## src/rtl/inst_cache_pkg.sv

```systemverilog
// Shared definitions for the instruction cache.
// State encodings are plain 2-bit constants so legacy code comparing against
// raw state values keeps working. CNT_W sizes the fill byte counter, which
// runs 0..4: four address cycles plus the capture of the last byte.
package inst_cache_pkg;

  localparam int unsigned DEFAULT_INDEX_BITS = 6;
  localparam int unsigned CNT_W              = 3;

  localparam logic [1:0] ST_IDLE     = 2'd0;
  localparam logic [1:0] ST_MISS_REQ = 2'd1;
  localparam logic [1:0] ST_FILL     = 2'd2;
  localparam logic [1:0] ST_RESP     = 2'd3;

endpackage

```

## src/rtl/inst_cache_store.sv

```systemverilog
// Line storage for the direct-mapped instruction cache.
// Ports:
//   clk_in, rst_in   clock, async active-high reset (clears valid bits only)
//   rd_index/rd_tag  combinational lookup; hit = valid && tag match
//   rd_data          word stored at rd_index
//   we, wr_*         synchronous write of one line; sets its valid bit
module inst_cache_store #(
  parameter int unsigned INDEX_BITS = 6,
  parameter int unsigned TAG_BITS   = 24
) (
  input  logic                  clk_in,
  input  logic                  rst_in,
  input  logic [INDEX_BITS-1:0] rd_index,
  input  logic [TAG_BITS-1:0]   rd_tag,
  output logic                  hit,
  output logic [31:0]           rd_data,
  input  logic                  we,
  input  logic [INDEX_BITS-1:0] wr_index,
  input  logic [TAG_BITS-1:0]   wr_tag,
  input  logic [31:0]           wr_data
);

  localparam int unsigned LINES = 1 << INDEX_BITS;

  logic [LINES-1:0]    valid;
  logic [TAG_BITS-1:0] tags [LINES];
  logic [31:0]         data [LINES];

  always_ff @(posedge clk_in or posedge rst_in) begin
    if (rst_in) begin
      valid <= '0;
    end else if (we) begin
      valid[wr_index] <= 1'b1;
    end
  end

  // Tag/data need no reset: a line is only ever read through its valid bit.
  always_ff @(posedge clk_in) begin
    if (we) begin
      tags[wr_index] <= wr_tag;
      data[wr_index] <= wr_data;
    end
  end

  assign hit     = valid[rd_index] && (tags[rd_index] == rd_tag);
  assign rd_data = data[rd_index];

endmodule

```

## src/rtl/inst_cache.sv

```systemverilog
// Direct-mapped, one-word-per-line instruction cache between the fetcher and
// the memory arbiter / byte RAM. Hits answer one cycle after the request; a
// miss requests the bus, reads four bytes little-endian and answers with a
// one-cycle ready pulse.
// Ports:
//   clk_in, rst_in            clock, async active-high reset
//   rdy_in                    global ready; low freezes every register
//   _clear                    flush: abandon any fill, drop pending response
//   _fetch_valid, _pc_in      fetch request (pc[1:0] ignored)
//   _inst_out, _inst_ready_out returned word and its one-cycle valid pulse
//   _mem_req, _mem_grant      arbiter handshake
//   _mem_a, _mem_din          byte RAM address / data (data one cycle later)
module inst_cache
  import inst_cache_pkg::*;
#(
  parameter int unsigned INDEX_BITS = DEFAULT_INDEX_BITS
) (
  input  logic        clk_in,
  input  logic        rst_in,
  input  logic        rdy_in,
  input  logic        _clear,
  input  logic        _fetch_valid,
  input  logic [31:0] _pc_in,
  output logic [31:0] _inst_out,
  output logic        _inst_ready_out,
  output logic        _mem_req,
  input  logic        _mem_grant,
  output logic [31:0] _mem_a,
  input  logic [7:0]  _mem_din
);

  localparam int unsigned TAG_BITS = 30 - INDEX_BITS;

  logic [1:0]       state;
  logic [CNT_W-1:0] cnt;
  logic [29:0]      miss_word;   // pc[31:2] of the line being filled
  logic [23:0]      line;        // bytes 0..2 of the fill in progress
  logic [31:0]      fill_word;
  logic             hit;
  logic [31:0]      rd_data;
  logic             we;
  logic             unused_pc_bits;

  assign unused_pc_bits = ^_pc_in[1:0];

  // Byte 3 arrives in the last fill cycle and goes straight into the word.
  assign fill_word = {_mem_din, line};

  // The write happens even when _clear arrives in the same cycle: only the
  // response is suppressed, the completed line is still good.
  assign we = rdy_in && (state == ST_FILL) && (cnt == CNT_W'(4));

  inst_cache_store #(
    .INDEX_BITS (INDEX_BITS),
    .TAG_BITS   (TAG_BITS)
  ) u_store (
    .clk_in   (clk_in),
    .rst_in   (rst_in),
    .rd_index (_pc_in[INDEX_BITS+1:2]),
    .rd_tag   (_pc_in[31:INDEX_BITS+2]),
    .hit      (hit),
    .rd_data  (rd_data),
    .we       (we),
    .wr_index (miss_word[INDEX_BITS-1:0]),
    .wr_tag   (miss_word[29:INDEX_BITS]),
    .wr_data  (fill_word)
  );

  always_ff @(posedge clk_in or posedge rst_in) begin
    if (rst_in) begin
      state           <= ST_IDLE;
      cnt             <= '0;
      miss_word       <= '0;
      line            <= '0;
      _inst_out       <= '0;
      _inst_ready_out <= 1'b0;
      _mem_req        <= 1'b0;
      _mem_a          <= '0;
    end else if (rdy_in) begin
      _inst_ready_out <= 1'b0;
      if (_clear) begin
        state    <= ST_IDLE;
        cnt      <= '0;
        _mem_req <= 1'b0;
        _mem_a   <= '0;
      end else begin
        case (state)
          ST_IDLE: begin
            if (_fetch_valid) begin
              if (hit) begin
                _inst_out       <= rd_data;
                _inst_ready_out <= 1'b1;
              end else begin
                miss_word <= _pc_in[31:2];
                state     <= ST_MISS_REQ;
                _mem_req  <= 1'b1;
              end
            end
          end
          ST_MISS_REQ: begin
            if (_mem_grant) begin
              state  <= ST_FILL;
              cnt    <= '0;
              _mem_a <= {miss_word, 2'b00};
            end
          end
          ST_FILL: begin
            // cnt k: address k is on the bus, byte k-1 is on _mem_din.
            case (cnt)
              CNT_W'(1): line[7:0]   <= _mem_din;
              CNT_W'(2): line[15:8]  <= _mem_din;
              CNT_W'(3): line[23:16] <= _mem_din;
              default: ;
            endcase
            if (cnt < CNT_W'(3)) begin
              _mem_a <= {miss_word, cnt[1:0] + 2'd1};
            end else begin
              _mem_a <= '0;
            end
            if (cnt == CNT_W'(4)) begin
              state           <= ST_RESP;
              cnt             <= '0;
              _inst_out       <= fill_word;
              _inst_ready_out <= 1'b1;
              _mem_req        <= 1'b0;
            end else begin
              cnt <= cnt + CNT_W'(1);
            end
          end
          ST_RESP: begin
            state <= ST_IDLE;
          end
          default: begin
            state <= ST_IDLE;
          end
        endcase
      end
    end
  end

endmodule

```

## config.mk

```make
export PLATFORM = sky130hd
export DESIGN_NAME = inst_cache
export DESIGN_NICKNAME = d
export VERILOG_FILES = /design/src/rtl/inst_cache_pkg.sv /design/src/rtl/inst_cache_store.sv /design/src/rtl/inst_cache.sv
export SDC_FILE = /design/constraint.sdc
export NUM_CORES = 2
export LEC_CHECK = 0
export BUFFER_PORTS_ARGS = -buffer_cell sky130_fd_sc_hd__buf_4
export CAP_MARGIN = 10
export CORE_UTILIZATION = 25
export DETAILED_ROUTE_END_ITERATION = 8
export PLACE_DENSITY = 0.46
export SYNTH_ARGS = -nofsm -noshare
export SYNTH_HDL_FRONTEND = slang
export SYNTH_SLANG_ARGS = --single-unit
```

## constraint.sdc

```tcl
create_clock -name clk_in -period 17.3 [get_ports clk_in]
set_input_delay 1.73 -clock clk_in [delete_from_list [all_inputs] [get_ports clk_in]]
set_output_delay 1.73 -clock clk_in [all_outputs]
set_load 0.005 [all_outputs]
```

==> summary.md <==
| Metric | Value |
|---|---|
| Initial antenna violation count | `39` |
| Slowest Stage Delay on Critical Path | `between 0.7 and 0.8 ns` |
| Synth Net Count | `approximately 6400` |
| First-pass DRT Iterations | `8` |
| Crit end category | `register` |
| Cts repair resizes | `0` |
| Fmax | `0.1204 GHz` |
| Worst hold path type | `register to register` |
| Final Cycle Share | `a little under 50%` |
| Share of cells above drive strength 1 | `31.43%` |
| Crit path kind | `primary input to register` |
| Crit-path max FO | `about 130` |
| Post-synthesis sequential area ratio | `around 77%` |
| Synth area leader | `edfxtp_1` |
| Die ar. | `just under 600000 µm²` |
| Yosys warnings | `0` |
| Clock buffer count from CTS | `between 300 and 400` |
| CP arrival | `between 9 and 10 ns` |
| CTS tree | `yes` |
| Row Count | `approximately 280` |
| Top Layer Used | `met5` |
| Core area | `578400 µm²` |
| Worst slew pin tran | `~1.3 ns` |
| DPL Wire Length | `259.5 mm` |
| Via Count | `between 70000 and 80000` |
| Setup violators final | `0` |
| Asr flop ratio synth | `5.009%` |
| Layout Cells excl Fill | `14806` |
| Reg clk slew, reported paths | `0.06 ns` |
| Routed len/inst | `32.04 µm` |
| Most common cell after layout, fill and taps aside | `edfxtp_1` |
| Power Density | `between 100 and 150 nW/µm²` |
| Synth area leaders | `edfxtp_1 74%, mux4_2 15%, dfrtp_1 3.3%` |
| Routed wl met3 | `approximately 27 mm` |
| Chip height | `764.7 µm` |
| Clock sink count | `3773` |
| DRC errors left | `0` |
| Final min period | `a little over 8 ns` |
| Routability congestion estimate | `0.7740` |
| Normalized max-slew margin | `between 10 and 15%` |
| Area grow syn2layout | `16.69%` |
| Clk_lat worst skew | `1.00 ns` |
| VDD IR-drop max | `about 0.000092 V` |
| Post-Syn Instances | `6305` |
| RSZ-0062 raised after global routing | `no` |
| Critical path launch point type | `primary input` |
| Worst Path Required | `roughly 18 ns` |
| Max-Cap Viols | `0` |
| Syn avg cell area | `roughly 23 µm²` |
| First-pass GRT wire length | `between 600 and 700 mm` |
| WP buf/inv | `7` |
| Top-area cell type share of the netlist area | `between 70 and 80%` |
| Via density | `~4.8` |
| Clock Skews | `0.05608 ns` |
| Critical path's top delay family | `buffers and inverters` |
| Layout Nets | `between 6000 and 7000` |
| Met2 wire length | `between 200 and 250 mm` |
| Crit-path cells | `buf_8 -> buf_4 -> buf_4 -> buf_12 -> mux4_2 -> o22ai_1 -> nor4_1 -> buf_4 -> xor2_1 -> nand2_1 -> o221a_1 -> nor4b_2 -> nand3_2 -> nor3_4 -> o211ai_4 -> buf_4 -> buf_4 -> mux2_4` |
| Die extent in x | `~760 µm` |
| Most common cell on crit path | `buf_4` |
| Vias in the first global route | `between 70000 and 80000` |
| Synthesized area | `145400 µm²` |
| Max-slew violation total from the final report | `0` |
| Io pins | `approximately 110` |
| Post-Route WL | `474.3 mm` |
| Fin. Hold Viols | `0` |
| Outcome | `finished clean` |
| Total gr overflow | `0` |
| Slowest cell on crit path | `buf_4` |
| Setup TNS | `0 ns` |
| Post-CTS Repair Setup Buffers | `0` |
| Port bufs | `roughly 110` |
| Lkg Pwr | `55.84 nW` |
| Total GRT Usage | `15.78%` |
| Top_reg_cell synth | `edfxtp_1` |
| Synthesis-stage register bit count | `between 3000 and 4000` |
| Clk buf depth | `4` |
| Starting Density | `about a quarter` |
| Cells after DPL | `around 14000` |
| DR iter-0 viols | `7900` |
| Largest net degree at the start of global routing | `134` |
| Hold slack final | `roughly 0.46 ns` |
| Met1 Wirelength | `around 200 mm` |
| Distinct cell type count after synthesis | `80` |
| Commonest non-fill, non-tap cells in the layout | `3584 x edfxtp_1, 989 x mux4_2, 406 x clkbuf_16` |
| Hold buffers post-CTS | `0` |
| Post-route ant nets | `0` |
| Post-synth EDFFs | `about 3600` |
| H-tree levels | `5` |
| Clock root buffer | `clkbuf_16` |
[Yosys cell counts, types with 10 or more instances]
library cell,instances
a21oi_1,34
a22oi_1,83
or2_2,67
clkbuf_1,82
a211oi_1,12
nor2b_1,29
nand3b_1,10
o22ai_1,34
nand3_1,67
a31oi_1,20
mux4_2,989
buf_2,137
o21ai_0,27
edfxtp_1,3584
mux2_4,30
buf_6,55
nor3_1,24
a221oi_1,12
buf_4,41
a22o_1,36
inv_1,14
mux2i_1,185
nor2_1,122
or3_1,11
buf_1,19
and3_1,18
mux2_1,30
nand2_1,117
mux2_2,71
nand2b_1,11
dfrtp_1,189
[per-stage QoR]
| stage | total power, W | area [µm²] | util [%] | setup WS, ns |
|---|---|---|---|---|
| detailed placement | 0.01279 | 156500 | 27.05 | 7.979 |
| floorplan | 0.01191 | 145400 | - | 10.43 |
| CTS | 0.02142 | 169600 | 29.32 | 9.030 |
| global route | 0.02187 | 169700 | 29.34 | 8.818 |
| global placement | 0.01272 | 156500 | 27.05 | 7.999 |
| finish | 0.02125 | 169700 | 29.34 | 8.996 |
[cell type report]
cell class	instances	area [µm²]
Fill cell	56044	408700
Sequential cell	3773	112400
Multi-Input combinational cell	2181	31550
Clock buffer	510	10770
Tap cell	7727	9668
Timing Repair Buffer	365	2903
Clock inverter	224	2325
Inverter	17	82.58
Antenna cell	9	22.52
[worst paths after layout]
check	startpoint	end	slack, ns	cells past startpoint
worst max-delay path	_pc_in[3]	_inst_out[10]	9.00	18
worst min-delay path	u_store.valid[23]	u_store.valid[23]	0.46	1
worst max register to register	state[0]	u_store.tags[58][19]	12.35	9
worst min register to register	u_store.valid[23]	u_store.valid[23]	0.46	1
max in group asynchronous	rst_in	line[9]	14.42	4
min in group asynchronous	rst_in	_mem_a[15]	0.80	2
[sequential cells by signal (all words and copies together) (netlist names)]
signal / flops
_inst_out: 32
cnt: 3
line: 24
u_store.data: 2048
_inst_ready_out: 1
miss_word: 30
u_store.valid: 64
_mem_a: 32
_mem_req: 1
state: 2
u_store.tags: 1536
[where the power goes]
group	switching [W]	internal (W)	total (W)
sequential	0.000426	0.0107	0.0111
combinational	0.000966	0.000492	0.00146
clock	0.00366	0.00500	0.00865
total	0.00505	0.0162	0.0213
[kinds of logic (layout without fill, tap and decap cells)]
kind of cell | after synthesis | after routing | share of synthesized area (%)
muxes | 1305 | 1305 | 17.68
other | 0 | 9 | 0
DFF | 3773 | 3773 | 77.26
buffers and inverters | 351 | 1116 | 1.414
xor gates and xnor gates | 16 | 16 | 0.09636
adders and majority gates | 7 | 7 | 0.06022
and+or+nand+nor | 532 | 532 | 1.871
AOI/OAI and AO/OA | 321 | 321 | 1.623
[layer usage]
layer / track usage (%) / up-vias
li1: - / 27722
met1: 21.07 / 40116
met2: 27.17 / 2475
met3: 2.192 / 580
met4: 3.795 / 4
met5: 0 / -
No activity file was read; power rests on OpenSTA's default activity.
